File: config.mk
export PLATFORM = sky130hd
export DESIGN_NAME = guard_insert_flat
export DESIGN_NICKNAME = d
export VERILOG_FILES = /design/src/rtl/guard_insert_pkg.sv /design/src/rtl/guard_insert_if.sv /design/src/rtl/guard_insert_axis_out_reg.sv /design/src/rtl/guard_insert.sv /design/src/flat_wrapper.sv
export SDC_FILE = /design/constraint.sdc
export NUM_CORES = 1
export LEC_CHECK = 0
export CAP_MARGIN = 20
export CORE_MARGIN = 3
export CORE_UTILIZATION = 51
export CTS_CLUSTER_DIAMETER = 40
export DETAILED_ROUTE_END_ITERATION = 7
export GPL_TIMING_DRIVEN = 0
export PLACE_DENSITY = 0.75
export RECOVER_POWER = 50
export SLEW_MARGIN = 20
export SYNTH_ARGS = -nofsm -noshare
export SYNTH_HDL_FRONTEND = slang
export SYNTH_HIERARCHICAL = 1
export SYNTH_SLANG_ARGS = --single-unit
File: constraint.sdc
create_clock -name aclk -period 5.81 [get_ports aclk]
set_input_delay 0.8715 -clock aclk [delete_from_list [all_inputs] [get_ports aclk]]
set_output_delay 0.8715 -clock aclk [all_outputs]
set_load 0.1 [all_outputs]
File: src/rtl/guard_insert_pkg.sv
// Shared types and constants for the guard-interval insertion block.
package guard_insert_pkg;

   localparam int AXIS_W = 32;
   localparam int CNT_W  = 16;

   typedef enum logic [1:0] {
      PRE   = 2'd0,
      SYM   = 2'd1,
      GUARD = 2'd2
   } state_t;

   // Segment length in samples: body (preamble or FFT size) plus optional CP.
   function automatic logic [CNT_W-1:0] seg_len(
      input logic             is_pre,
      input logic [CNT_W-1:0] pre_len,
      input logic [13:0]      nfft,
      input logic [11:0]      cp_len
   );
      logic [CNT_W-1:0] cp_term;
      logic [CNT_W-1:0] body;
      cp_term = (cp_len == 12'd0) ? 16'd0 : ({4'd0, cp_len} + 16'd1);
      body    = is_pre ? pre_len : ({2'd0, nfft} + 16'd1);
      return body + cp_term;
   endfunction

endpackage

File: src/rtl/guard_insert_if.sv
// AXI4-Stream sample bus used on both sides of the guard inserter.
interface guard_insert_if;
   import guard_insert_pkg::*;

   logic [AXIS_W-1:0] tdata;
   logic              tvalid;
   logic              tlast;
   logic              tready;

   modport master (output tdata, output tvalid, output tlast, input tready);
   modport slave  (input tdata, input tvalid, input tlast, output tready);

endinterface

File: src/rtl/guard_insert_axis_out_reg.sv
// Single-entry registered AXI4-Stream output stage. Loads whenever it is
// empty or its current beat is being accepted downstream.
module axis_out_reg
   import guard_insert_pkg::*;
(
   input  logic              aclk,
   input  logic              areset,
   input  logic              load_valid,
   input  logic [AXIS_W-1:0] load_data,
   input  logic              load_last,
   output logic              may_load,
   guard_insert_if.master    m_axis
);

   logic [AXIS_W-1:0] tdata_r;
   logic              tvalid_r;
   logic              tlast_r;
   logic              may_load_s;

   assign may_load_s = ~tvalid_r | m_axis.tready;
   assign may_load   = may_load_s;

   assign m_axis.tdata  = tdata_r;
   assign m_axis.tvalid = tvalid_r;
   assign m_axis.tlast  = tlast_r;

   // Output register: take a new beat (or a bubble) when the slot is free.
   always_ff @(posedge aclk) begin
      if (areset) begin
         tdata_r  <= {AXIS_W{1'b0}};
         tvalid_r <= 1'b0;
         tlast_r  <= 1'b0;
      end else if (may_load_s) begin
         tvalid_r <= load_valid;
         tlast_r  <= load_valid & load_last;
         if (load_valid) begin
            tdata_r <= load_data;
         end else begin
            tdata_r <= tdata_r;
         end
      end else begin
         tdata_r  <= tdata_r;
         tvalid_r <= tvalid_r;
         tlast_r  <= tlast_r;
      end
   end

endmodule

File: src/rtl/guard_insert.sv
// Guard-interval inserter: forwards preamble and CP+symbol segments and
// appends a programmable run of zero samples after each one.
module guard_insert
   import guard_insert_pkg::*;
#(
   parameter int g_ILA          = 0,
   parameter int g_PREAMBLE_LEN = 4096
) (
   input  logic           aclk,
   input  logic           areset,
   guard_insert_if.slave  s_axis,
   guard_insert_if.master m_axis,
   input  logic [31:0]    i_guard_cycles,
   input  logic [13:0]    i_nfft,
   input  logic [11:0]    i_cp_len
);

   localparam logic [CNT_W-1:0] PRE_LEN_C = CNT_W'(g_PREAMBLE_LEN);

   state_t            state_r;
   logic [CNT_W-1:0]  seg_cnt_r;
   logic [CNT_W-1:0]  seg_len_r;
   logic [31:0]       guard_len_r;
   logic [31:0]       guard_cnt_r;
   logic              frame_end_r;

   logic              may_load_s;
   logic              pass_s;
   logic              s_ready_s;
   logic              in_xfer_s;
   logic              first_s;
   logic [CNT_W-1:0]  cur_len_s;
   logic [31:0]       cur_guard_s;
   logic [CNT_W-1:0]  cnt_inc_s;
   logic              seg_done_s;
   logic              guard_done_s;
   logic              load_valid_s;
   logic [AXIS_W-1:0] load_data_s;
   logic              load_last_s;

   assign pass_s       = (state_r == PRE) | (state_r == SYM);
   assign s_ready_s    = ~areset & pass_s & may_load_s;
   assign s_axis.tready = s_ready_s;
   assign in_xfer_s    = s_ready_s & s_axis.tvalid;

   // Configuration is captured on the first transfer of a segment; until
   // then the live inputs stand in for the latched copies.
   assign first_s      = (seg_cnt_r == 16'd0);
   assign cnt_inc_s    = seg_cnt_r + 16'd1;
   assign guard_done_s = ((guard_cnt_r + 32'd1) == guard_len_r);

   // Segment bookkeeping and the beat presented to the output register.
   always_comb begin
      cur_len_s    = seg_len_r;
      cur_guard_s  = guard_len_r;
      seg_done_s   = 1'b0;
      load_valid_s = 1'b0;
      load_data_s  = {AXIS_W{1'b0}};
      load_last_s  = 1'b0;
      if (first_s) begin
         cur_len_s   = seg_len(state_r == PRE, PRE_LEN_C, i_nfft, i_cp_len);
         cur_guard_s = i_guard_cycles;
      end else begin
         cur_len_s   = seg_len_r;
         cur_guard_s = guard_len_r;
      end
      seg_done_s = (cnt_inc_s == cur_len_s) | s_axis.tlast;
      if (state_r == GUARD) begin
         load_valid_s = may_load_s;
         load_data_s  = {AXIS_W{1'b0}};
         load_last_s  = frame_end_r & guard_done_s;
      end else begin
         load_valid_s = in_xfer_s;
         load_data_s  = s_axis.tdata;
         load_last_s  = s_axis.tlast & (cur_guard_s == 32'd0);
      end
   end

   // Control FSM: count segment transfers, then run the guard interval.
   always_ff @(posedge aclk) begin
      if (areset) begin
         state_r     <= PRE;
         seg_cnt_r   <= 16'd0;
         seg_len_r   <= 16'd0;
         guard_len_r <= 32'd0;
         guard_cnt_r <= 32'd0;
         frame_end_r <= 1'b0;
      end else begin
         case (state_r)
            PRE, SYM: begin
               if (in_xfer_s) begin
                  if (first_s) begin
                     seg_len_r   <= cur_len_s;
                     guard_len_r <= i_guard_cycles;
                  end
                  if (seg_done_s) begin
                     seg_cnt_r   <= 16'd0;
                     guard_cnt_r <= 32'd0;
                     frame_end_r <= s_axis.tlast;
                     if (cur_guard_s == 32'd0) begin
                        state_r <= s_axis.tlast ? PRE : SYM;
                     end else begin
                        state_r <= GUARD;
                     end
                  end else begin
                     seg_cnt_r <= cnt_inc_s;
                  end
               end
            end
            GUARD: begin
               if (may_load_s) begin
                  if (guard_done_s) begin
                     guard_cnt_r <= 32'd0;
                     state_r     <= frame_end_r ? PRE : SYM;
                  end else begin
                     guard_cnt_r <= guard_cnt_r + 32'd1;
                  end
               end
            end
            default: begin
               state_r <= PRE;
            end
         endcase
      end
   end

   axis_out_reg u_out_reg (
      .aclk       (aclk),
      .areset     (areset),
      .load_valid (load_valid_s),
      .load_data  (load_data_s),
      .load_last  (load_last_s),
      .may_load   (may_load_s),
      .m_axis     (m_axis)
   );

   generate
      if (g_ILA != 0) begin : g_ila
         (* mark_debug = "true" *) logic [1:0]       ila_state_r;
         (* mark_debug = "true" *) logic [CNT_W-1:0] ila_seg_cnt_r;
         (* mark_debug = "true" *) logic [31:0]      ila_guard_cnt_r;

         // Debug probe capture of the control state and counters.
         always_ff @(posedge aclk) begin
            ila_state_r     <= state_r;
            ila_seg_cnt_r   <= seg_cnt_r;
            ila_guard_cnt_r <= guard_cnt_r;
         end
      end
   endgenerate

endmodule

File: src/flat_wrapper.sv
// flat-port wrapper written by rule: the top's interface ports become plain ports
module guard_insert_flat import guard_insert_pkg::*;
#(
   parameter int g_ILA          = 0,
   parameter int g_PREAMBLE_LEN = 4096
)
  (aclk, areset, i_guard_cycles, i_nfft, i_cp_len, s_axis_tdata, s_axis_tvalid, s_axis_tlast, s_axis_tready, m_axis_tdata, m_axis_tvalid, m_axis_tlast, m_axis_tready);
  guard_insert_if s_axis_i ();
  guard_insert_if m_axis_i ();
  input  logic aclk;
  input  logic areset;
  input  logic [31:0] i_guard_cycles;
  input  logic [13:0] i_nfft;
  input  logic [11:0] i_cp_len;
  input wire logic [$bits(s_axis_i.tdata)-1:0] s_axis_tdata;
  input wire logic [$bits(s_axis_i.tvalid)-1:0] s_axis_tvalid;
  input wire logic [$bits(s_axis_i.tlast)-1:0] s_axis_tlast;
  output wire logic [$bits(s_axis_i.tready)-1:0] s_axis_tready;
  output wire logic [$bits(m_axis_i.tdata)-1:0] m_axis_tdata;
  output wire logic [$bits(m_axis_i.tvalid)-1:0] m_axis_tvalid;
  output wire logic [$bits(m_axis_i.tlast)-1:0] m_axis_tlast;
  input wire logic [$bits(m_axis_i.tready)-1:0] m_axis_tready;
  assign s_axis_i.tdata = s_axis_tdata;
  assign s_axis_i.tvalid = s_axis_tvalid;
  assign s_axis_i.tlast = s_axis_tlast;
  assign s_axis_tready = s_axis_i.tready;
  assign m_axis_tdata = m_axis_i.tdata;
  assign m_axis_tvalid = m_axis_i.tvalid;
  assign m_axis_tlast = m_axis_i.tlast;
  assign m_axis_i.tready = m_axis_tready;
  guard_insert #(.g_ILA(g_ILA), .g_PREAMBLE_LEN(g_PREAMBLE_LEN)) u_core (.aclk(aclk), .areset(areset), .s_axis(s_axis_i), .m_axis(m_axis_i), .i_guard_cycles(i_guard_cycles), .i_nfft(i_nfft), .i_cp_len(i_cp_len));
endmodule
# Word-level counts from Yosys, hierarchy flattened
# Cells that the tools add are included.
# word_totals
regBits	133
latchBits	0
ramBits	0
mem_bits_ro	0
in_bits	95
out_inout_bits	35
word_cells	66
n_memories	0
# classes
n_addsub	5
n_mul	0
div_mod_pow	0
magnitude_cmp	0
n_eq_ne	8
shift	0
mux	21
bitwise	11
n_reduce_logical	12
# ops
operator	count
32-bit two-way mux	6
16-bit two-way mux	4
32-bit case mux with 2 select lines	1
32-bit by 1-bit adder with 32-bit output (second input constant)	1
32-bit equality test	1
32-bit logical NOT	1
16-bit by 1-bit adder with 16-bit output (second input constant)	1
16-bit adder	1
16-bit equality test	1
16-bit logical NOT	1
14-bit by 1-bit adder with 15-bit output (second input constant)	1
12-bit by 1-bit adder with 13-bit output (second input constant)	1
12-bit logical NOT	1
2-bit two-way mux	5
2-bit by 1-bit inequality test with 1-bit output (second input constant)	4
4-bit AND reduction	2
1-bit AND	6
3-bit AND reduction	2
1-bit two-way mux	4
2-bit case mux with 2 select lines	1
2-bit AND reduction	2
1-bit OR	3
2-bit by 1-bit equality test with 1-bit output (second input constant)	1
2-bit equality test (second input constant)	1
other kinds (4)	5

# Longest topological paths before layout
# Gate-level depths: netlist (run 1).
# logic_depth
word_depth	9
depth_mapped	19
mapped_depth_nobuf	18

# Modules after synthesis
# Netlist (run 1), hierarchy kept.
# by_module_without_submodules
module	n_inst	cells_each	area_each_um2
guard_insert	1	1079	7861.3
axis_out_reg	1	154	1296.2

# Worst setup path after synthesis (run 1)
# No wires, ideal clock.
# synth_path
path_kind	register to register
start	register u_core.u_out_reg.tvalid_r (netlist: u_core/u_out_reg/m_axis.tvalid)
end	register u_core.guard_len_r[10]
setup_ns	0.070
arrival_time_ns	4.872
t_required_ns	5.740
path_slack_ns	0.867
stages_incl_launch_ff	12
path_buffers	3
synth_period_minus_slack_ns	4.943
path_cell_list	dfxtp_1 -> nor2b_4 -> inv_2 -> buf_4 -> inv_1 -> nor3_1 -> nand2_1 -> nor2_1 -> clkbuf_1 -> buf_1 -> nand2_1 -> a21oi_1
# synth_between
elab_chain_cells	5
# synth_rtl
element	line	source
start, declared	guard_insert_axis_out_reg.sv:16	logic tvalid_r;
start signal, assigned	guard_insert_axis_out_reg.sv:34	tvalid_r <= load_valid;
start signal, assigned	guard_insert_axis_out_reg.sv:43	tvalid_r <= tvalid_r;
1-bit inverter	guard_insert_axis_out_reg.sv:20	assign may_load_s = ~tvalid_r | m_axis.tready;
1-bit OR	guard_insert_axis_out_reg.sv:20	
net u_core.may_load_s	guard_insert.sv:27	logic may_load_s;
1-bit AND	guard_insert.sv:42	assign s_ready_s = ~areset & pass_s & may_load_s;
net s_axis_tready	flat_wrapper.sv:18	output wire logic [$bits(s_axis_i.tready)-1:0] s_axis_tready;
1-bit AND	guard_insert.sv:44	assign in_xfer_s = s_ready_s & s_axis.tvalid;
2-bit AND reduction (no source line)	n/a	
end signal, assigned	guard_insert.sv:94	guard_len_r <= i_guard_cycles;
end, declared	guard_insert.sv:23	logic [31:0] guard_len_r;
# The timed path passes the listed nets, and every way through them passes these cells.
# A chain may end at the register's enable or synchronous reset.

# Final worst setup path (run 1)
# layout_path
start	input port i_cp_len[0]
end	register u_core.guard_cnt_r[31]
# layout_between
elab_chain_cells	8
elab_cells_between_ends	9
cone_classes	2 x add/sub; 2 x eq/ne; 2 x mux; 1 x bitwise; 2 x reduce/logical
# layout_rtl
element	line	source
start, declared	flat_wrapper.sv:14	input logic [11:0] i_cp_len;
12-bit by 1-bit adder with 13-bit output or 12-bit logical NOT (tied branches)	guard_insert_pkg.sv:22	cp_term = (cp_len == 12'd0) ? 16'd0 : ({4'd0, cp_len} + 16'd1);
16-bit two-way mux *	guard_insert_pkg.sv:22	
16-bit adder *	guard_insert_pkg.sv:24	return body + cp_term;
16-bit two-way mux *	guard_insert.sv:60	if (first_s) begin
16-bit equality test *	guard_insert.sv:67	seg_done_s = (cnt_inc_s == cur_len_s) | s_axis.tlast;
1-bit OR *	guard_insert.sv:67	
2-bit by 1-bit inequality test with 1-bit output (no source line) *	n/a	
4-bit AND reduction (no source line) *	n/a	
end signal, assigned	guard_insert.sv:116	guard_cnt_r <= guard_cnt_r + 32'd1;
end, declared	guard_insert.sv:24	logic [31:0] guard_cnt_r;
# Mark *: on every way between the ends. The rest lies on a longest branch, timed or not.

==> flow_metrics.py, run 1 <==
metrics = {
    "route": {
        "route.detailed.wl_per_inst_um": 18.1,
        "remaining_drc_errors": 0,
        "vias": 9739,
        "postRouteAntennaNets": 0,
        "detail_route.wirelength_um": 29300,
        "vias_per_cell": 6.01,
        "first_pass_iteration_count_of_the_detailed_router": 6,
        "drt_first_iter_violations": 693,
    },
    "cts": {
        "clk_root_buffer_cell": "clkbuf_16",
        "cts_hold_repair.buffers": 0,
        "cts_max_level": 4,
        "tritoncts_num_sinks": 133,
        "clock_path_buffers": 2,
        "clkTransAtPathRegs_ns": 0.06,
        "worstSkewPairLatency_ns": 0.43,
        "cts_buffers": 17,
        "clock_tree_from_tritoncts": "built",
    },
    "timing": {
        "max-slew-margin-rel_pct": 31.5,
        "final-hold-violation-count": 0,
        "post_route_clock_period_utilization_pct": 94.9,
        "whs_ns": 0.458,
        "finalSetupViolCount": 0,
        "worst_pin_slew_ns": 1.02,
        "timing.final.crit_period_ns": 5.51,
        "worst_case_clock_skew_ns": 0.0107,
        "maxSlewViolCount": 0,
        "rsz_0062_raised_after_global_routing": "false",
        "achievable-frequency_mhz": 181,
    },
    "outcome": {
        "status": "complete, no violations",
    },
    "final_layout": {
        "antenna-diode-count": 0,
        "flow.area_growth_from_synthesis_pct": 23.6,
        "layout.filler_cells": 1592,
        "final_layout_size_suffix_gt1_share_pct": 6.45,
        "final_cell_count_no_fill": 1620,
        "final_net_count": 1498,
    },
    "pwr": {
        "power.density_nw_per_um2": 234,
        "power.total_mw": 2.64,
        "largest_vdd_supply_drop_mv": 0.219,
        "leak_pwr_nw": 4.09,
    },
    "floorplanning": {
        "total_i_o_pin_count": 130,
        "placeableCoreArea_um2": 17400,
        "die_width_um": 140,
        "die_height_um": 140,
        "initial_utilization_pct": 52.6,
        "die-area_um2": 19600,
        "floorplan.rows": 48,
    },
    "synthesis": {
        "syn-cell-area_um2": 9160,
        "synth.ff_latch_count": 133,
        "synth_nets": 1349,
        "number_of_synthesized_flops_with_an_enable_pin": 0,
        "async_flop_share_pct": 0,
        "dominantRegCellSynth": "dfxtp_1",
        "synth_seq_area_share_pct": 29.1,
        "synth_warnings": 6,
        "synth.distinct_cells": 83,
        "syn-mean-instance-area_um2": 7.43,
        "syn-instance-count": 1233,
    },
    "critical_path": {
        "critPathCaptureType": "flop",
        "worst-path-max-fanout": 10,
        "critPathLaunchType": "input pin",
        "worst-endpoint-required_ns": 6.16,
        "crit_type": "in2reg",
        "arrival_ns": 5.86,
    },
    "global_routing": {
        "groute.usage.overall_pct": 29.3,
        "gr-total-overflow": 0,
        "number_of_antenna_violations_at_the_first_check_in_global_routing": 0,
        "grt_first_pass_wirelength_um": 47000,
        "grt_start_max_net_pins": 17,
        "grt_pass1_vias": 9210,
    },
    "min_path": {
        "timing.hold.worst.class": "reg2reg",
    },
    "place": {
        "dp.final_hpwl_um": 22100,
        "dpl.cell_count": 1587,
        "port_buffers": 129,
        "gpl.final_weighted_congestion": 0.953,
    },
    "job": {
        "cap_violations": 0,
    },
}
[worst paths after layout]
kind                       startpoint                     end  slack, ns  cells past startpoint
setup / recovery          i_cp_len[0]  u_core/guard_cnt_r[31]       0.30                     20
hold / removal    u_core/seg_len_r[8]     u_core/seg_len_r[8]       0.46                      2
hold reg to reg   u_core/seg_len_r[8]     u_core/seg_len_r[8]       0.46                      2
setup reg to reg    u_core/state_r[1]  u_core/guard_cnt_r[31]       0.67                     18
[final cells by class]
type	count	area [um2]	area share [%]
flip-flops and latches	133	2660	23.5
well taps	225	282	2.49
multi-input cells	987	6000	53.0
clock inverters	15	159	1.40
repair buffers	130	1300	11.5
clock buffers	17	425	3.76
plain buffers	95	420	3.72
inverters	18	67.6	0.597
[worst max-delay path, cell delays in order]
cell and delay [ns]:
clkdlybuf4s50_1 0.54, inv_1 0.11, ha_1 0.15, nand4_1 0.09, nor4_1 0.35, nor2_1 0.13
ha_1 0.25, fa_1 0.41, a21o_1 0.22, a221oi_4 0.37, o221ai_1 0.21, a21oi_1 0.26
mux2i_1 0.12, a211oi_1 0.44, xnor2_1 0.24, a311oi_4 0.32, buf_4 0.22, buf_2 0.24
o21ai_0 0.12, a21oi_1 0.19
[cell usage in the layout, fill, tap and decap left out, types with 9 or more instances in the layout]
cell	Yosys	layout
a21oi_1	125	125
a31oi_1	9	9
and2_1	37	36
and3_1	18	18
and4_1	9	9
buf_2	28	25
clkbuf_1	52	60
clkbuf_16	0	17
clkdlybuf4s50_1	0	94
dfxtp_1	133	133
dlygate4sd3_1	0	35
ha_1	20	20
inv_1	15	17
mux2i_1	11	11
nand2_1	157	157
nand3_1	81	81
nand4_1	34	34
nor2_1	84	84
nor3_1	35	35
nor4_1	35	35
o21ai_0	81	81
or3_1	14	14
xnor2_1	71	71
xor2_1	40	40
[cells in the mapped netlist (all sizes together), types with 15 or more instances]
master	number	area, um2
and2	38	238
a21oi	127	643
ha	20	250
o21ai	86	430
xor2	40	350
nor2	85	322
xnor2	71	622
nor4	37	253
or3	15	98.8
nand2	157	589
nor3	36	185
and3	18	113
dfxtp	133	2660
clkbuf	54	205
nand3	81	405
inv	17	63.8
buf	41	230
nand4	36	246
[cell families after synthesis]
logic type | after synthesis | synth area share [%]
xor gates and xnor gates | 113 | 11.1
buffers and inverters | 113 | 5.49
muxes | 12 | 1.33
and+or+nand+nor | 542 | 30.3
AOI/OAI and AO/OA | 299 | 19.7
adders and majority gates | 21 | 2.95
DFF | 133 | 29.1
[through the flow]
stage / TNS, ns / cell area, um2 / worst slack (ns) / util (%)
2_1_floorplan: 0 / 9160 / 0.867 / -
3_5_place_dp: -6.73 / 10700 / -0.285 / 61.6
6_report: 0 / 11300 / 0.298 / 65.0
4_1_cts: 0 / 11300 / 0.136 / 65.0
5_1_grt: 0 / 11300 / 0.0929 / 65.0
3_3_place_gp: -6.00 / 10700 / -0.242 / 61.6
[flip-flops by register name, summed over array words and instances (netlist names)]
register	cells
u_core/guard_cnt_r	32
u_core/guard_len_r	32
u_core/u_out_reg/m_axis.tdata	32
u_core/seg_cnt_r	16
u_core/seg_len_r	16
u_core/state_r	2
u_core/frame_end_r	1
u_core/u_out_reg/m_axis.tlast	1
u_core/u_out_reg/m_axis.tvalid	1
[power by group]
part	switching (mW)	total, mW	internal [mW]
Sequential	0.0301	0.979	0.949
Clock	0.474	1.08	0.609
Combinational	0.373	0.581	0.208
Total	0.877	2.64	1.77
[layer usage]
metal  global-route usage [%]  up-vias  wire length, um
li1                         -     4744                -
met1                     36.1     4556            11900
met2                     51.8      375            14800
met3                     3.72       64             1690
met4                     11.4        0              858
met5                        0        -                0
[timing repair]
action                     CTS  global route
setup buffers                0             1
resized for setup            0             2
setup endpoints to repair    0            37
No activity file was read; power rests on OpenSTA's default activity.
==> run 2: changes to the inputs <==
Settings changed: CAP_MARGIN 20 to not set, HOLD_SLACK_MARGIN set to 0.1.
==> results of run 2 <==
Final layout, timing and power as in run 1 (identical DEF).
